<file path="src/rtl/pixel_window_buffer.sv">
// -----------------------------------------------------------------------------
// pixel_window_buffer
//
// Purpose: collects image columns (ROWS pixels each) into a sliding window of
// DEPTH columns and presents the whole window in parallel with a valid/ready
// handshake. col[0] is the oldest column and col[DEPTH-1] the newest. Pixel
// data is never modified; it only moves between registers.
//
// Parameters:
//   PIX_W  bits per pixel
//   ROWS   pixels per input word (one window column)
//   DEPTH  columns held in the window (2..64)
//
// Ports:
//   clock      rising-edge clock
//   reset_L    asynchronous active-low reset
//   clear_L    synchronous active-low clear (beats load and out_ready)
//   load_L     active-low load strobe for `in`
//   in         one column, pixel r at in[r*PIX_W +: PIX_W]
//   out_ready  consumer accepts the current window
//   out_valid  out holds a complete, unconsumed window
//   out        window contents, driven straight from the column registers
//   fill       number of valid columns held, 0..DEPTH
//   overrun    one-cycle pulse after a load was rejected
//
// Handshake: a window is transferred on any edge where out_valid=1 and
// out_ready=1. While out_valid=1 and out_ready=0 the window is frozen and a
// load is rejected (overrun pulses). A load accepted in the same cycle as a
// transfer slides the window by one column and keeps out_valid high.
//
// Build option: define PIXEL_WINDOW_TRANSPOSE_EN to present `out` row-major
// (pixel (r,c) at (r*DEPTH+c)*PIX_W); otherwise it is column-major as loaded
// (pixel (r,c) at (c*ROWS+r)*PIX_W). Only the output wiring changes.
// -----------------------------------------------------------------------------
module pixel_window_buffer #(
  parameter int PIX_W  = 8,
  parameter int ROWS   = 8,
  parameter int DEPTH  = 15,
  localparam int FILL_W = $clog2(DEPTH + 1)
) (
  input  logic                          clock,
  input  logic                          reset_L,
  input  logic                          clear_L,
  input  logic                          load_L,
  input  logic [ROWS*PIX_W-1:0]         in,
  input  logic                          out_ready,
  output logic                          out_valid,
  output logic [ROWS*DEPTH*PIX_W-1:0]   out,
  output logic [FILL_W-1:0]             fill,
  output logic                          overrun
);

  localparam int                COL_W = ROWS * PIX_W;
  localparam logic [FILL_W-1:0] FULL  = FILL_W'(DEPTH);

  logic [COL_W-1:0]  col_q [DEPTH];
  logic [FILL_W-1:0] fill_q, fill_d;
  logic              valid_q, valid_d;
  logic              overrun_q, overrun_d;
  logic              accept, reject;

  // A held, unconsumed window blocks loads; a consume in the same cycle
  // frees the slot so the load slides the window instead.
  always_comb begin
    accept    = !load_L && clear_L && !(valid_q && !out_ready);
    reject    = !load_L && clear_L && valid_q && !out_ready;

    fill_d    = fill_q;
    valid_d   = valid_q;
    overrun_d = reject;

    if (!clear_L) begin
      fill_d  = '0;
      valid_d = 1'b0;
    end else if (accept) begin
      if (fill_q != FULL) fill_d = fill_q + FILL_W'(1);
      valid_d = (fill_d == FULL);
    end else if (valid_q && out_ready) begin
      valid_d = 1'b0;
    end
  end

  always_ff @(posedge clock or negedge reset_L) begin
    if (!reset_L) begin
      for (int k = 0; k < DEPTH; k++) col_q[k] <= '0;
      fill_q    <= '0;
      valid_q   <= 1'b0;
      overrun_q <= 1'b0;
    end else begin
      if (!clear_L) begin
        for (int k = 0; k < DEPTH; k++) col_q[k] <= '0;
      end else if (accept) begin
        // Oldest column drops off col[0]; newest enters at the top.
        for (int k = 0; k < DEPTH - 1; k++) col_q[k] <= col_q[k+1];
        col_q[DEPTH-1] <= in;
      end
      fill_q    <= fill_d;
      valid_q   <= valid_d;
      overrun_q <= overrun_d;
    end
  end

  // Pure rewiring of the column registers onto the output bus.
  always_comb begin
    out = '0;
    for (int c = 0; c < DEPTH; c++) begin
      for (int r = 0; r < ROWS; r++) begin
`ifdef PIXEL_WINDOW_TRANSPOSE_EN
        out[(r*DEPTH + c)*PIX_W +: PIX_W] = col_q[c][r*PIX_W +: PIX_W];
`else
        out[(c*ROWS + r)*PIX_W +: PIX_W] = col_q[c][r*PIX_W +: PIX_W];
`endif
      end
    end
  end

  assign out_valid = valid_q;
  assign fill      = fill_q;
  assign overrun   = overrun_q;

endmodule

</file>
<file path="config.mk">
export PLATFORM = sky130hd
export DESIGN_NAME = pixel_window_buffer
export DESIGN_NICKNAME = d
export VERILOG_FILES = /design/src/rtl/pixel_window_buffer.sv
export SDC_FILE = /design/constraint.sdc
export NUM_CORES = 1
export LEC_CHECK = 0
export CORE_AREA = 8 8 396 398
export CTS_CLUSTER_SIZE = 40
export DETAILED_ROUTE_END_ITERATION = 10
export DIE_AREA = 0 0 404 406
export PLACE_DENSITY = 0.45
export SYNTH_ARGS = -nofsm -noshare
export SYNTH_HDL_FRONTEND = slang
export SYNTH_SLANG_ARGS = --single-unit
</file>
<file path="constraint.sdc">
create_clock -name clock -period 1.7 [get_ports clock]
set_input_delay 0.255 -clock clock [delete_from_list [all_inputs] [get_ports clock]]
set_output_delay 0.255 -clock clock [all_outputs]
set_load 0.005 [all_outputs]
</file>
### Word level (Yosys, flattened, before mapping)

Cells that the tools add are included.

* bits in registers: 966

* $add $sub $neg: 1
* eq/ne operators: 4
* multiplexer cells: 10
* reductions and logical operators: 9

Operators with widths (count)
* 960-bit 2-to-1 mux: 2
* 4-bit 2-to-1 mux: 5
* 1-bit logical AND: 6
* 4-bit by 1-bit adder with 4-bit output (second input constant): 1
* 4-bit equality test (second input constant): 1
* 4-bit != test (second input constant): 1
* 1-bit logical NOT: 3
* 1-bit 2-to-1 mux: 3
* 3-bit by 1-bit != test with 1-bit output (second input constant): 1
* 2-bit by 1-bit != test with 1-bit output (second input constant): 1

### Depth between registers and ports, before layout

* depth after elaboration: 9
* depth in mapped cells: 8

### Worst setup path after synthesis

Ideal clock, no wire load.

* kind: register -> register
* start: register fill_q[0], in the netlist fill[0]
* end: register fill_q[0], in the netlist fill[0]
* library setup time: 0.077 ns
* arrival: 1.411 ns
* setup slack: 0.212 ns
* cell stages (with the launch flop): 5
* path buffers: 0
* cells stage by stage: dfrtp_1 ha_1 and3_1 or4_1 a21oi_1

* cells in the longest elaborated chain, start to end: 6
* elaborated cells on any way between the ends: 7
* those cells by class: add/sub: 1; eq/ne: 1; mux: 5

Ends and longest elaborated chain
* from (decl): line 57 `logic [FILL_W-1:0] fill_q, fill_d;`
* from (signal assigned): line 97 `fill_q <= fill_d;`
* 4-bit by 1-bit adder with 4-bit output / 4-bit != test (equally long branches): line 76 `if (fill_q != FULL) fill_d = fill_q + FILL_W'(1);`
* 4-bit 2-to-1 mux *: line 76
* 4-bit 2-to-1 mux *: line 75 `end else if (accept) begin`
* 4-bit 2-to-1 mux *: line 72 `if (!clear_L) begin`
* 4-bit 2-to-1 mux *: line 75
* 4-bit 2-to-1 mux *: line 72

Every way passes the cells marked *; elsewhere a longest branch is shown, timed or not. The select of a mux whose other input is x is not followed.
A chain may end at the register's enable or synchronous reset.

### Worst setup path after layout

* start: register valid_q, in the netlist out_valid
* end: register col_q (netlist bit out[843])

* cells in the longest elaborated chain, start to end: 4

Ends and longest elaborated chain
* from (decl): line 58 `logic valid_q, valid_d;`
* from (signal assigned): line 98 `valid_q <= valid_d;`
* 1-bit logical AND: line 65 `accept = !load_L && clear_L && !(valid_q && !out_ready);`
* 1-bit logical NOT: line 65
* 1-bit logical AND: line 65
* 2-bit by 1-bit != test with 1-bit output (no line)
* to (signal, indexed assignment): line 95 `col_q[DEPTH-1] <= in;`
* to (decl): line 56 `logic [COL_W-1:0] col_q [DEPTH];`

Every way passes these cells.

==> summary.txt <==
Status - complete, but fails checks
Arr. time, crit path - 2350 ps
H-tree depth - 3
Via count - 40000
WS Path Type - reg -> reg
Pwr/cell area - 859 nW/um2
Slew Limit Fails - 0
CTS tree - yes
CP Max Fanout - 12
Critical Path Sink - out[843]
Setup WS post-layout - -41.3 ps
Hold WC Path Type - in -> async
Total GRT Usage - 24.7%
CP max-delay cell - dfrtp_1
Number of global-route vias before repair - 39800
Clock power frac - 48.3%
Max transition margin - 60.9%
# setup viols final - 114
Starting density of the core - 26.2%
Worst Path Required - 2310 ps
Post-synth top area share - 61.3%
Fill count - 15400
Area contributors post-synth - dfrtp_1 61%, nand3_1 12%, o21ai_0 12%
Pre-Repair DR Iteration Count - 7
DP Wirelength - 153 mm
CP cell instances - buf_4, and2b_2, nor2_4, buf_12, clkbuf_16, clkbuf_16, o21ai_0
CTS root buf - clkbuf_16
Fin cells - 8115
Final ANT Viol Nets - 0
CTS Buffer Depth - 3
TritonCTS sink count - 966
Gpl congestion - 0.857
R2r setup slk - -40 ps
Fin nets - 6066
Reg area - 24300 um2
Top delay family on crit path - buffers and inverters
Ys Warns - 0
Max VDD drop - 756 uV
GRT overflow - 0
I/O Pins - 1035
Sequential-to-total area share from yosys stat - 61.3%
Die height - 406 um
Dpl ws - -463 ps
IO Port Bufs - 1034
Routed length per placed instance - 26.7 um
Psw - 0.0131 W
Layout cell share with drive strength beyond 1 - 30.3%
Area grow syn2layout - 56.4%
Switch share - 24.8%
CP startpoint - out_valid
Clock skew - 47.9 ps
RSZ-0062 raised after global routing - true
Max-cap violations - 0
Num CTS Buffers - 114
WL final - 217 mm
Slowest Stage Delay on Critical Path - 370 ps
Pin count of the biggest net entering global routing - 124
Mean post-synth cell area - 9.16 um2
#FFs+latches synth - 966
Initial antenna violation count - 19
Worst reg2reg path depth - 7
Footprint of the multi-input gates - 13400 um2
Worst Tran Pin Value - 586 ps
Leading area contributor after synthesis - dfrtp_1
Placement row count - 143
Post-Syn Area - 39400 um2
R2R Path End - out[843]
Worst r2r src - out_valid
Core Region - 151000 um2
Final Critical Period - 1740 ps
Sequential power share - 44.3%
Worst path most repeated cell - clkbuf_16
Die Wd - 404 um
Reg clk slew, reported paths - 60 ps
WP depth - 7
Internal Power - 0.0398 W
Global-route wire length before repair - 299 mm
Crit path buffers/inverters - 4
Worst-Skew Late Latency - 750 ps
Cells after DPL - 7300
Critical Path Sink Type - flip-flop
Comb power frac - 7.4%
CP startpoint kind - flip-flop
Final Cycle Share - 102%
Leak - 28.6 nW
Achievable frequency - 0.574 GHz
Post-synth cell types - 29
Failing checks - negative setup slack
DR iter-0 viols - 3170
Synthesized Nets - 4373
DRC - 0
Post-DR vias/cell - 4.93
Syn Inst Count - 4303
Hold Fails Final Rpt - 0
Die Area - 164000 um2
power by group through the flow:
stage	Sequential (W)	Combinational (W)	Clock, W
6_report	0.0235	0.00390	0.0256
5_1_grt	0.0235	0.00420	0.0271
4_1_cts	0.0235	0.00369	0.0261
3_5_place_dp	0.0240	0.00354	0
3_3_place_gp	0.0240	0.00354	0
2_1_floorplan	0.0239	0.00114	0
registers in the layout, indices dropped and copies added, names as in the netlist:
name,flops
out,960
fill,4
out_valid,1
overrun,1
cell families after synthesis:
logic type	Yosys count	synth area share [%]
compound gates	968	12.3
fa+ha+maj	1	0.0317
buf+inv	428	4.66
flops	966	61.3
mux	3	0.0793
simple gates	1937	21.6
per-stage QoR:
step	cell area (um2)	setup TNS, ps	power [W]	hold slack [ps]	utilization (%)
floorplan	39400	0	0.0250	-40.6	-
global placement	54600	-337750	0.0275	181	36.2
detailed placement	54600	-330650	0.0275	178	36.2
CTS	60900	-10750	0.0533	0.212	40.4
global route	61700	-21380	0.0548	41.8	40.9
finish	61700	-1260	0.0530	63.5	40.9
final cells by class:
| type | count | area share [%] |
|---|---|---|
| flip-flops and latches | 966 | 39.4 |
| clock buffers | 167 | 5.49 |
| multi-input cells | 2909 | 21.8 |
| inverters | 1 | 0.00609 |
| well taps | 2030 | 4.12 |
| diodes | 3 | 0.0122 |
| clock inverters | 35 | 0.809 |
| repair buffers | 2004 | 28.3 |
cells in the mapped netlist:
master / n
dfrtp_1: 966
nand2_1: 962
nand3_1: 962
o21ai_0: 960
clkbuf_1: 250
buf_2: 142
clkbuf_2: 20
buf_1: 8
buf_4: 6
nand2b_1: 3
a21oi_1: 2
mux2i_1: 2
nor2_1: 2
nor2b_1: 2
o31ai_1: 2
a211o_1: 1
a311oi_1: 1
a31oi_1: 1
and2b_1: 1
and3_1: 1
buf_6: 1
ha_1: 1
inv_1: 1
mux2_2: 1
nand2b_2: 1
nand4b_1: 1
nor2_4: 1
o32ai_1: 1
or4_1: 1
layer usage:
| metal | GRT usage, % | wire (um) | up-vias |
|---|---|---|---|
| met5 | 0 | 85 | - |
| met4 | 10.6 | 10100 | 14 |
| met3 | 9.67 | 20900 | 305 |
| met2 | 39.2 | 99700 | 1492 |
| met1 | 29.8 | 86100 | 20000 |
| li1 | - | - | 18200 |
cell usage in the layout, fill, tap and decap left out, types with 100 or more instances in the layout:
cell             instances
clkdlybuf4s15_2        123
clkdlybuf4s15_1        348
nand2_1                962
buf_12                 100
dfrtp_2                122
dfrtp_1                844
nand3_1                961
clkbuf_16              136
o21ai_0                874
buf_4                  839
buf_2                  427
worst min path at each step:
| stage | endpoint | startpoint | slack (ps) |
|---|---|---|---|
| 6_report | out[350] | reset_L | 60 |
| 5_1_grt | out[350] | reset_L | 40 |
| 4_1_cts | out[158] | reset_L | 0.2 |
| 3_5_place_dp | out[158] | reset_L | 180 |
| 3_3_place_gp | out[158] | reset_L | 180 |
| 2_1_floorplan | fill[0] | reset_L | -40 |
timing repair:
action / in CTS / in global routing
gates cloned: 0 / 23
resized for setup: 3070 / 110
endpoints found under the hold margin: 659 / 0
hold buffers: 2 / 0
setup endpoints to repair: 966 / 715
pin swaps: 0 / 1
setup buffers: 574 / 12
(Power assumes the default switching activity.)
